[src/rtl/spi_flash_rd_seq_pkg.sv]
// Shared definitions for the SPI flash read sequencer: peripheral register
// offsets, status bit index, flash command codes and the sequencer state enum.
// Build option: SPI_SEQ_FASTREAD_EN selects FAST_READ (0x0B + one dummy byte)
// instead of READ (0x03).
package spi_flash_rd_seq_pkg;

    localparam logic [11:0] REG_TX   = 12'h008;
    localparam logic [11:0] REG_RX   = 12'h00C;
    localparam logic [11:0] REG_STAT = 12'h010;
    localparam logic [11:0] REG_CS   = 12'h014;

    localparam int STAT_RXNE_BIT = 3;

    localparam logic [7:0] CMD_READ      = 8'h03;
    localparam logic [7:0] CMD_FAST_READ = 8'h0B;

`ifdef SPI_SEQ_FASTREAD_EN
    localparam logic [7:0] CMD_SEL   = CMD_FAST_READ;
    localparam int         HDR_BYTES = 5;
`else
    localparam logic [7:0] CMD_SEL   = CMD_READ;
    localparam int         HDR_BYTES = 4;
`endif

    localparam logic [2:0] HDR_LAST_IDX = 3'(HDR_BYTES - 1);

    typedef enum logic [3:0] {
        ST_IDLE,
        ST_CS_LO,
        ST_HDR_WR,
        ST_HDR_POLL,
        ST_HDR_RD,
        ST_DAT_WR,
        ST_DAT_POLL,
        ST_DAT_RD,
        ST_DAT_OUT,
        ST_CS_HI,
        ST_DONE
    } seq_state_t;

    // Header byte sequence: command, address MSB..LSB, then dummy byte(s).
    function automatic logic [7:0] hdr_byte(input logic [2:0] idx, input logic [23:0] addr);
        logic [7:0] b;
        case (idx)
            3'd0:    b = CMD_SEL;
            3'd1:    b = addr[23:16];
            3'd2:    b = addr[15:8];
            3'd3:    b = addr[7:0];
            default: b = 8'h00;
        endcase
        return b;
    endfunction

endpackage

[src/rtl/spi_flash_rd_seq_busmux.sv]
// Request mux between the CPU and the read engine in front of the SPI
// peripheral. While the engine owns the bus the CPU sees no ready and its
// request never reaches the master port.
module spi_seq_busmux
    import spi_flash_rd_seq_pkg::*;
(
    input  logic        eng_sel,
    input  logic [11:0] cpu_mem_addr,
    input  logic [31:0] cpu_mem_wdata,
    input  logic [3:0]  cpu_mem_wstrb,
    input  logic        cpu_mem_valid,
    output logic [31:0] cpu_mem_rdata,
    output logic        cpu_mem_ready,
    input  logic [11:0] eng_addr,
    input  logic [31:0] eng_wdata,
    input  logic [3:0]  eng_wstrb,
    input  logic        eng_valid,
    output logic [31:0] eng_rdata,
    output logic        eng_ready,
    output logic [11:0] m_mem_addr,
    output logic [31:0] m_mem_wdata,
    output logic [3:0]  m_mem_wstrb,
    output logic        m_mem_valid,
    input  logic [31:0] m_mem_rdata,
    input  logic        m_mem_ready
);

    // Select the bus owner; the CPU is stalled while the engine owns it.
    always_comb begin
        m_mem_addr    = cpu_mem_addr;
        m_mem_wdata   = cpu_mem_wdata;
        m_mem_wstrb   = cpu_mem_wstrb;
        m_mem_valid   = cpu_mem_valid;
        cpu_mem_ready = m_mem_ready;
        eng_ready     = 1'b0;
        if (eng_sel) begin
            m_mem_addr    = eng_addr;
            m_mem_wdata   = eng_wdata;
            m_mem_wstrb   = eng_wstrb;
            m_mem_valid   = eng_valid;
            cpu_mem_ready = 1'b0;
            eng_ready     = m_mem_ready;
        end
    end

    assign cpu_mem_rdata = m_mem_rdata;
    assign eng_rdata     = m_mem_rdata;

endmodule

[src/rtl/spi_flash_rd_seq.sv]
// SPI flash read sequencer. Takes over the SPI peripheral bus between CPU
// accesses, issues a READ (or FAST_READ with SPI_SEQ_FASTREAD_EN) header and
// streams job_len bytes out one at a time, keeping a single byte in flight.
//
// state     | meaning
// ----------+-----------------------------------------------------------
// IDLE      | CPU owns the bus; accept pending job once CPU bus is quiet
// CS_LO     | write 0 to CS_n register (select flash)
// HDR_WR    | write current header byte to TX
// HDR_POLL  | read status until RX not empty
// HDR_RD    | read and drop the echoed header byte
// DAT_WR    | write 0x00 to TX to clock in one data byte
// DAT_POLL  | read status until RX not empty
// DAT_RD    | read RX, latch data byte
// DAT_OUT   | present byte on rd_data/rd_valid until rd_ready
// CS_HI     | write 1 to CS_n register (deselect flash)
// DONE      | one-cycle job_done, then back to IDLE
module spi_flash_rd_seq
    import spi_flash_rd_seq_pkg::*;
#(
    parameter int LEN_W     = 16,
    parameter bit HDR_DRAIN = 1'b1
) (
    input  logic             clk,
    input  logic             rstn,
    input  logic [11:0]      cpu_mem_addr,
    input  logic [31:0]      cpu_mem_wdata,
    input  logic [3:0]       cpu_mem_wstrb,
    input  logic             cpu_mem_valid,
    output logic [31:0]      cpu_mem_rdata,
    output logic             cpu_mem_ready,
    output logic [11:0]      m_mem_addr,
    output logic [31:0]      m_mem_wdata,
    output logic [3:0]       m_mem_wstrb,
    output logic             m_mem_valid,
    input  logic [31:0]      m_mem_rdata,
    input  logic             m_mem_ready,
    input  logic             job_start,
    input  logic [23:0]      job_addr,
    input  logic [LEN_W-1:0] job_len,
    output logic             job_busy,
    output logic             job_done,
    output logic [7:0]       rd_data,
    output logic             rd_valid,
    input  logic             rd_ready
);

    seq_state_t       state_q, state_d;
    logic             pending_q;
    logic [23:0]      addr_q;
    logic [LEN_W-1:0] remain_q;
    logic [2:0]       hdr_idx_q;
    logic [7:0]       rd_data_q;

    logic [11:0]      eng_addr;
    logic [31:0]      eng_wdata;
    logic [3:0]       eng_wstrb;
    logic             eng_valid;
    logic [31:0]      eng_rdata;
    logic             eng_ready;

    logic             accept;
    logic             hdr_last;
    logic             rx_ne;
    logic             unused_rdata;

    assign accept       = (state_q == ST_IDLE) && pending_q && !cpu_mem_valid;
    assign hdr_last     = (hdr_idx_q == HDR_LAST_IDX);
    assign rx_ne        = eng_rdata[STAT_RXNE_BIT];
    assign unused_rdata = ^eng_rdata[31:8];

    assign job_busy = (state_q != ST_IDLE);
    assign job_done = (state_q == ST_DONE);
    assign rd_valid = (state_q == ST_DAT_OUT);
    assign rd_data  = rd_data_q;

    spi_seq_busmux u_busmux (
        .eng_sel       (job_busy),
        .cpu_mem_addr  (cpu_mem_addr),
        .cpu_mem_wdata (cpu_mem_wdata),
        .cpu_mem_wstrb (cpu_mem_wstrb),
        .cpu_mem_valid (cpu_mem_valid),
        .cpu_mem_rdata (cpu_mem_rdata),
        .cpu_mem_ready (cpu_mem_ready),
        .eng_addr      (eng_addr),
        .eng_wdata     (eng_wdata),
        .eng_wstrb     (eng_wstrb),
        .eng_valid     (eng_valid),
        .eng_rdata     (eng_rdata),
        .eng_ready     (eng_ready),
        .m_mem_addr    (m_mem_addr),
        .m_mem_wdata   (m_mem_wdata),
        .m_mem_wstrb   (m_mem_wstrb),
        .m_mem_valid   (m_mem_valid),
        .m_mem_rdata   (m_mem_rdata),
        .m_mem_ready   (m_mem_ready)
    );

    // State register.
    always_ff @(posedge clk or negedge rstn) begin
        if (!rstn) begin
            state_q <= ST_IDLE;
        end else begin
            state_q <= state_d;
        end
    end

    // Next state and engine bus request; the request depends only on state
    // and held registers, so it stays stable until the cycle ready is seen.
    always_comb begin
        state_d   = state_q;
        eng_valid = 1'b0;
        eng_addr  = REG_STAT;
        eng_wdata = 32'h0;
        eng_wstrb = 4'h0;
        case (state_q)
            ST_IDLE: begin
                if (accept) begin
                    state_d = (job_len == '0) ? ST_DONE : ST_CS_LO;
                end
            end
            ST_CS_LO: begin
                eng_valid = 1'b1;
                eng_addr  = REG_CS;
                eng_wdata = 32'h0;
                eng_wstrb = 4'h1;
                if (eng_ready) state_d = ST_HDR_WR;
            end
            ST_HDR_WR: begin
                eng_valid = 1'b1;
                eng_addr  = REG_TX;
                eng_wdata = {24'h0, hdr_byte(hdr_idx_q, addr_q)};
                eng_wstrb = 4'h1;
                if (eng_ready) begin
                    if (HDR_DRAIN)     state_d = ST_HDR_POLL;
                    else if (hdr_last) state_d = ST_DAT_WR;
                    else               state_d = ST_HDR_WR;
                end
            end
            ST_HDR_POLL: begin
                eng_valid = 1'b1;
                eng_addr  = REG_STAT;
                if (eng_ready && rx_ne) state_d = ST_HDR_RD;
            end
            ST_HDR_RD: begin
                eng_valid = 1'b1;
                eng_addr  = REG_RX;
                if (eng_ready) state_d = hdr_last ? ST_DAT_WR : ST_HDR_WR;
            end
            ST_DAT_WR: begin
                eng_valid = 1'b1;
                eng_addr  = REG_TX;
                eng_wdata = 32'h0;
                eng_wstrb = 4'h1;
                if (eng_ready) state_d = ST_DAT_POLL;
            end
            ST_DAT_POLL: begin
                eng_valid = 1'b1;
                eng_addr  = REG_STAT;
                if (eng_ready && rx_ne) state_d = ST_DAT_RD;
            end
            ST_DAT_RD: begin
                eng_valid = 1'b1;
                eng_addr  = REG_RX;
                if (eng_ready) state_d = ST_DAT_OUT;
            end
            ST_DAT_OUT: begin
                if (rd_ready) begin
                    state_d = (remain_q == LEN_W'(1)) ? ST_CS_HI : ST_DAT_WR;
                end
            end
            ST_CS_HI: begin
                eng_valid = 1'b1;
                eng_addr  = REG_CS;
                eng_wdata = 32'h1;
                eng_wstrb = 4'h1;
                if (eng_ready) state_d = ST_DONE;
            end
            ST_DONE: begin
                state_d = ST_IDLE;
            end
            default: begin
                state_d = ST_IDLE;
            end
        endcase
    end

    // Job request latch: one pending job at most, starts ignored while busy.
    always_ff @(posedge clk or negedge rstn) begin
        if (!rstn) begin
            pending_q <= 1'b0;
        end else if (accept) begin
            pending_q <= 1'b0;
        end else if (job_start && (state_q == ST_IDLE) && !pending_q) begin
            pending_q <= 1'b1;
        end
    end

    // Job parameters, header index and remaining byte down-counter.
    always_ff @(posedge clk or negedge rstn) begin
        if (!rstn) begin
            addr_q    <= 24'h0;
            remain_q  <= '0;
            hdr_idx_q <= 3'd0;
        end else begin
            if (accept) begin
                addr_q    <= job_addr;
                remain_q  <= job_len;
                hdr_idx_q <= 3'd0;
            end
            if (eng_ready && (((state_q == ST_HDR_WR) && !HDR_DRAIN) ||
                              (state_q == ST_HDR_RD))) begin
                hdr_idx_q <= hdr_idx_q + 3'd1;
            end
            if ((state_q == ST_DAT_OUT) && rd_ready) begin
                remain_q <= remain_q - LEN_W'(1);
            end
        end
    end

    // Data byte capture from the RX register.
    always_ff @(posedge clk or negedge rstn) begin
        if (!rstn) begin
            rd_data_q <= 8'h00;
        end else if ((state_q == ST_DAT_RD) && eng_ready) begin
            rd_data_q <= eng_rdata[7:0];
        end
    end

endmodule

[config.mk]
export PLATFORM = sky130hd
export DESIGN_NAME = spi_flash_rd_seq
export DESIGN_NICKNAME = d
export VERILOG_FILES = /design/src/rtl/spi_flash_rd_seq_pkg.sv /design/src/rtl/spi_flash_rd_seq_busmux.sv /design/src/rtl/spi_flash_rd_seq.sv
export SDC_FILE = /design/constraint.sdc
export NUM_CORES = 1
export LEC_CHECK = 0
export CORE_MARGIN = 1
export CORE_UTILIZATION = 41
export DETAILED_ROUTE_END_ITERATION = 10
export PLACE_DENSITY = 0.87
export SYNTH_ARGS = -nofsm -noshare
export SYNTH_HDL_FRONTEND = slang
export SYNTH_SLANG_ARGS = --single-unit
[constraint.sdc]
create_clock -name clk -period 4.15 [get_ports clk]
set_clock_uncertainty 0.15 [all_clocks]
set_input_delay 0.83 -clock clk [delete_from_list [all_inputs] [get_ports clk]]
set_output_delay 0.83 -clock clk [all_outputs]
set_load 0.01 [all_outputs]
==> out/qor.txt, run 1 <==
Routing usage on met2 = 47.7%
Fill cell count = 711
Nets@finish = 693
Synth cell types = 48
ANT nets after route = 0
Core Region = 0.00838 mm2
Post-synth EDFFs = 0
Arr. time, crit path = 2570 ps
Final setup fails = 0
GR Layer Usage met1 = 26.5%
Hpwl dp = 8880 um
Iteration-0 DRC Markers = 217
Avg WL per Cell = 17.1 um
Pwr Total = 0.00321 W
Width of the die = 95.9 um
Yosys warns = 0
Worst Setup Path Type = flop to primary output
Outcome = complete, no violations
GRT met3 Usage = 4.11%
Number of port buffers = 170
H-Tree Level Count = 2
Share of layout cells above drive strength 1 = 6.61%
Sink Count = 56
Max Clk Rate = 0.282 GHz
CTS Buffer Depth = 2
Unrepaired setup endpoints after global routing = no
Most frequent cell after synthesis = nand2_1
Clock transition at path regs = 90 ps
Antenna cells = 0
Post-CTS sizing = 0
TritonCTS buffer count = 5
Site Rows = 33
Final Hold Fails = 0
Avg Cell Area, Syn = 8.34 um2
Post-Syn Instances = 433
Mapped Nets = 566
Drc violations = 0
Initial cell density of the core = 43.1%
Gr ovfl total = 0
Cell taking the most area after synthesis = dfrtp_1
Finished Cell Area = 0.00525 mm2
CP required = 3170 ps
Period minus WS final = 3550 ps
Seq/Total Area, Yosys = 38.8%
Largest net degree at the start of global routing = 41
CTS tree = yes
Drt first pass iters = 4
Vias in the first global route = 3536
DR vias = 3586
Largest cells by area after synthesis = dfrtp_1 (39%), nand2_1 (9.5%), buf_4 (7.1%)
Busiest grt layer = met2
Critical Path Start Type = flop
Root Driver = clkbuf_8
Synth async-reset ratio = 100%
Post-route setup TNS = 0 ps
Clock Latency Late Sink = 310 ps
Die area = 0.00919 mm2
Netlist Area Pre-Place = 0.00361 mm2
HP Class = flop to flop
Setup crit end kind = primary output
First-pass GRT wire length = 17300 um
Post-Route WL = 11400 um
IO Pins = 219
Layout area overhead = 45.2%
Max-Cap Viols = 0
Worst vdd ir = 0.279 mV
Post-CTS Setup Bufs = 0
Post-synthesis register bit count = 56
Vias per cell = 5.39
Pwr dens = 612 mW/mm2
Max FO, Critical Path = 12
Hold-fix buffers at CTS = 0
All-layer global routing usage = 24.4%
Fin. max-slew vios = 0
Placed Area = 0.00515 mm2
Gpl congestion = 0.911
Initial antenna violation count = 0
Synth top cells by count = nand2_1 (91), dfrtp_1 (56), and2_1 (39)
Normalized max-slew margin = 41.4%
Top FF cell, synth = dfrtp_1
Fin crit share = 85.6%
Synth top area share = 38.8%
Least-Margin Pin Slew = 879 ps
Die H = 95.9 um
Leakage power total = 2.27 nW
layout make-up:
type | instances | area (um2) | area share (%)
tap | 105 | 131 | 2.50
clock buffer | 7 | 96.3 | 1.84
multi-input combinational | 306 | 1810 | 34.4
inverter | 15 | 56.3 | 1.07
sequential | 56 | 1400 | 26.7
timing repair buffer | 176 | 1750 | 33.4
metrics by stage:
step / instances / setup slack (ps) / util (%) / hold WS, ps
2_1_floorplan: 433 / 1360 / - / 295
3_3_place_gp: 658 / 957 / 61.4 / 308
3_5_place_dp: 658 / 959 / 61.4 / 315
4_1_cts: 665 / 590 / 62.6 / 337
5_1_grt: 665 / 304 / 62.6 / 352
6_report: 665 / 598 / 62.6 / 338
layer usage:
layer  part of all wire [%]  vias to the layer above  routed length [um]
met1                     36                     1704                4150
met4                    2.0                        0                 227
met3                    7.5                       24                 859
met5                      0                        -                   0
met2                     54                      153                6150
li1                       -                     1705                   -
worst paths after layout:
check,from,end,slack (ps),depth (start not counted)
max in group asynchronous,rstn,hdr_idx_q[1],2600,2
worst min register to register,addr_q[12],addr_q[12],340,2
worst max register to register,state_q[0],addr_q[15],1200,6
min in group asynchronous,rstn,addr_q[13],450,1
worst max-delay path,hdr_idx_q[0],m_mem_wdata[0],600,7
worst min-delay path,addr_q[12],addr_q[12],340,2
kinds of logic (layout without fill, tap and decap cells):
| group | Yosys count | in the layout | share of synthesized area, % |
|---|---|---|---|
| adders and majority gates | 7 | 7 | 2.42 |
| and+or+nand+nor | 210 | 210 | 29.1 |
| buffers and inverters | 71 | 198 | 11.2 |
| muxes | 12 | 12 | 3.74 |
| AOI/OAI and AO/OA | 77 | 77 | 14.8 |
| DFF | 56 | 56 | 38.8 |
state kept, by name (all words and copies together) (netlist names):
| signal | flops |
|---|---|
| addr_q | 24 |
| remain_q | 16 |
| rd_data | 8 |
| state_q | 4 |
| hdr_idx_q | 3 |
| pending_q | 1 |
cells in the final DEF (no fill, tap or decap), types with 3 or more instances in the layout:
| cell type | netlist | routed |
|---|---|---|
| a21oi_1 | 11 | 11 |
| clkdlybuf4s50_1 | 0 | 169 |
| ha_1 | 7 | 7 |
| a221o_1 | 5 | 5 |
| nand2_1 | 91 | 91 |
| o22ai_1 | 4 | 4 |
| inv_1 | 14 | 14 |
| or3_1 | 4 | 4 |
| nor2_1 | 30 | 30 |
| and2_1 | 39 | 39 |
| buf_4 | 34 | 5 |
| nand3_1 | 4 | 4 |
| dfrtp_1 | 56 | 56 |
| nor2b_1 | 4 | 4 |
| a211oi_1 | 3 | 3 |
| and3_1 | 3 | 3 |
| nor3_1 | 8 | 8 |
| a22o_1 | 10 | 10 |
| mux2_2 | 12 | 12 |
| o21ai_0 | 24 | 24 |
| nor4_1 | 7 | 7 |
| a222oi_1 | 6 | 6 |
| clkbuf_8 | 0 | 7 |
| nand2b_1 | 3 | 3 |
report_power, final:
group          switching, W  internal [W]
Clock              0.000172      0.000149
Combinational      0.000866      0.000978
Sequential         0.000253      0.000793
Total               0.00129       0.00192
worst max-delay path: stages, from the launching register on:
cell and delay, ps:
dfrtp_1 420, ha_1 200, ha_1 410, a21oi_1 80, nor4_1 250, buf_4 220
a22o_1 140, clkdlybuf4s50_1 540
(Power assumes the default switching activity.)
==> run 2, diff against run 1 <==
--- a/config.mk
+++ b/config.mk
@@ -8,7 +8,7 @@
 export CORE_MARGIN = 1
 export CORE_UTILIZATION = 41
 export DETAILED_ROUTE_END_ITERATION = 10
-export PLACE_DENSITY = 0.87
+export PLACE_DENSITY = 0.94
 export SYNTH_ARGS = -nofsm -noshare
 export SYNTH_HDL_FRONTEND = slang
 export SYNTH_SLANG_ARGS = --single-unit
==> out/qor.txt, run 2 (synthesis gave the netlist of run 1 again) <==
Vias in the first global route = 3566 (+0.85%)
Post-CTS Setup Bufs = 0 (unchanged)
Post-CTS sizing = 0 (unchanged)
Fill cell count = 705 (-0.84%)
Pwr Total = 0.00324 W (+1.0%)
Core Region = 0.00838 mm2 (unchanged)
Drt first pass iters = 4 (unchanged)
DR vias = 3621 (+0.98%)
Max Clk Rate = 0.278 GHz (-1.4%)
H-Tree Level Count = 2 (unchanged)
Largest net degree at the start of global routing = 47 (+15%)
Arr. time, crit path = 2620 ps (+50 ps)
Critical-path cell list = ha_1 -> ha_1 -> a21oi_1 -> nor4_1 -> buf_4 -> a22o_1 -> clkdlybuf4s50_1
Gpl congestion = 0.866 (-5.0%)
Finished Cell Area = 0.00525 mm2 (unchanged)
Clock transition at path regs = 110 ps (+20 ps)
Avg WL per Cell = 17.2 um (+0.64%)
Switching portion of total power = 40.5% (+0.31 points)
Site Rows = 33 (unchanged)
Vias per cell = 5.45 (+0.98%)
Pwr dens = 618 mW/mm2 (+1.0%)
Share of layout cells above drive strength 1 = 6.61% (unchanged)
R2R Setup Slk = 1530 ps (+330 ps)
Final setup fails = 0 (unchanged)
Max-Cap Viols = 0 (unchanged)
Sink Count = 56 (unchanged)
Worst hold stages = 2 (unchanged)
CP max stage delay = 530 ps (about the same)
All-layer global routing usage = 24.7% (+0.23 points)
Post-Place Worst Slack = 913 ps (-46.4 ps)
Nets@finish = 692 (-0.14%)
Final Hold Fails = 0 (unchanged)
Largest Register = addr_q
Max FO, Critical Path = 12 (unchanged)
Fin crit share = 86.8% (+1.2 points)
Final worst setup slack = 549 ps (-49.1 ps)
Worst flop-to-flop path endpoint = state_q[2]
Top delay family on crit path = buffers and inverters
Most frequent cells in the layout = clkdlybuf4s50_1 (169), nand2_1 (91), dfrtp_1 (56)
Final core occ = 62.6% (unchanged)
Gr ovfl total = 0 (unchanged)
P_sw = 0.00131 W (+1.8%)
Critical Path Start Type = flop
Initial cell density of the core = 43.1% (unchanged)
Max FFs per register = 24 (unchanged)
WP buf/inv = 2 (unchanged)
Launch point of the worst reg-to-reg path = state_q[0]
Drc violations = 0 (unchanged)
Hold Path End = addr_q[1]
Iteration-0 DRC Markers = 235 (+8.3%)
Layout area overhead = 45.2% (unchanged)
Leakage power total = 2.27 nW (about the same)
CTS Buffer Depth = 2 (unchanged)
FF+latch area = 0.00140 mm2 (unchanged)
First-pass GRT wire length = 17500 um (+1.0%)
Crit-path most repeated cell = ha_1
Initial antenna violation count = 0 (unchanged)
Multi-input logic area = 0.00181 mm2 (unchanged)
Pint = 0.00193 W (+0.51%)
Setup crit end kind = primary output
Hpwl dp = 8840 um (-0.50%)
CTS tree = yes
Unrepaired setup endpoints after global routing = no
Die area = 0.00919 mm2 (unchanged)
Post-Route WL = 11500 um (+0.64%)
CP required = 3170 ps (about the same)
Worst Setup Path Type = flop to primary output
Sequential share of power = 33.0% (+0.4 points)
IO Pins = 219 (unchanged)
Post-route setup TNS = 0 ps (unchanged)
TritonCTS buffer count = 5 (unchanged)
Period minus WS final = 3600 ps (+49.1 ps)
Least-Margin Pin Slew = 897 ps (+18.1 ps)
FF-to-FF path depth = 6 (unchanged)
ANT nets after route = 0 (unchanged)
Worst vdd ir = 0.283 mV (+1.6%)
Normalized max-slew margin = 40.2% (-1.2 points)
Fin. max-slew vios = 0 (unchanged)
Worst hold start = addr_q[1]
Clk pwr share = 11.5% (+1.5 points)
HP Class = flop to flop
Comb pwr share = 55.5% (-1.9 points)
Die H = 95.9 um (unchanged)
Crit path max-delay cell type = clkdlybuf4s50_1
Width of the die = 95.9 um (unchanged)
Root Driver = clkbuf_8
Clock Latency Late Sink = 310 ps (about the same)
Outcome = complete, no violations
Commonest non-fill, non-tap cell in the layout = clkdlybuf4s50_1
Antenna cells = 0 (unchanged)
Placed Area = 0.00513 mm2 (-0.39%)
Hold-fix buffers at CTS = 0 (unchanged)
Number of port buffers = 170 (unchanged)
==> run 2: cell types whose count changed in the layout (fill, tap and decap cells not counted), sizes merged <==
cell / before / now
clkbuf: 7 / 5
clkinv: 0 / 2
buf: 7 / 6
bufinv: 0 / 1
==> run 2: per-stage QoR <==
step	hold WS (ps)	std cells
floorplan	295	433
detailed placement	313	657
global route	355	665
global placement	308	657
finish	339	665
CTS	340	665
==> run 2: cell type report <==
cell class              count  area share, %
well taps                 105           2.50
flip-flops and latches     56           26.7
repair buffers            175           33.1
clock inverters             3          0.906
inverters                  15           1.07
clock buffers               5           1.31
multi-input cells         306           34.4
==> run 2: worst reg2reg max path: stages, from the launching register on <==
cell	delay (ps)
dfrtp_1	720
nor4_4	120
buf_4	290
inv_1	190
o22ai_1	100
nor3_1	540
mux2_2	400
==> run 2: worst max-delay path by stage <==
stage,start,end,slack [ps],cells past startpoint
after floorplan,hdr_idx_q[0],m_mem_wdata[0],1360,6
after global placement,hdr_idx_q[0],m_mem_wdata[0],1020,7
after detailed placement,hdr_idx_q[0],m_mem_wdata[0],910,7
after CTS,hdr_idx_q[0],m_mem_wdata[0],560,7
after global routing,hdr_idx_q[0],m_mem_wdata[0],400,7
final,hdr_idx_q[0],m_mem_wdata[0],550,7
==> run 2: per-layer routing <==
layer  GRT usage (%)  wire [um]  vias up
met5               0          0        -
met4            10.7        410        0
met2            45.4       5960      182
li1                -          -     1704
met1            27.7       4180     1699
met3            4.50        915       36
==> run 2: power by group through the flow <==
stage               Sequential (W)  Clock, W  Combinational (W)
finish                     0.00107  0.000374            0.00180
global route               0.00111  0.000391            0.00197
CTS                        0.00106  0.000378            0.00181
detailed placement         0.00107         0            0.00179
global placement           0.00104         0            0.00174
floorplan                 0.000958         0            0.00108
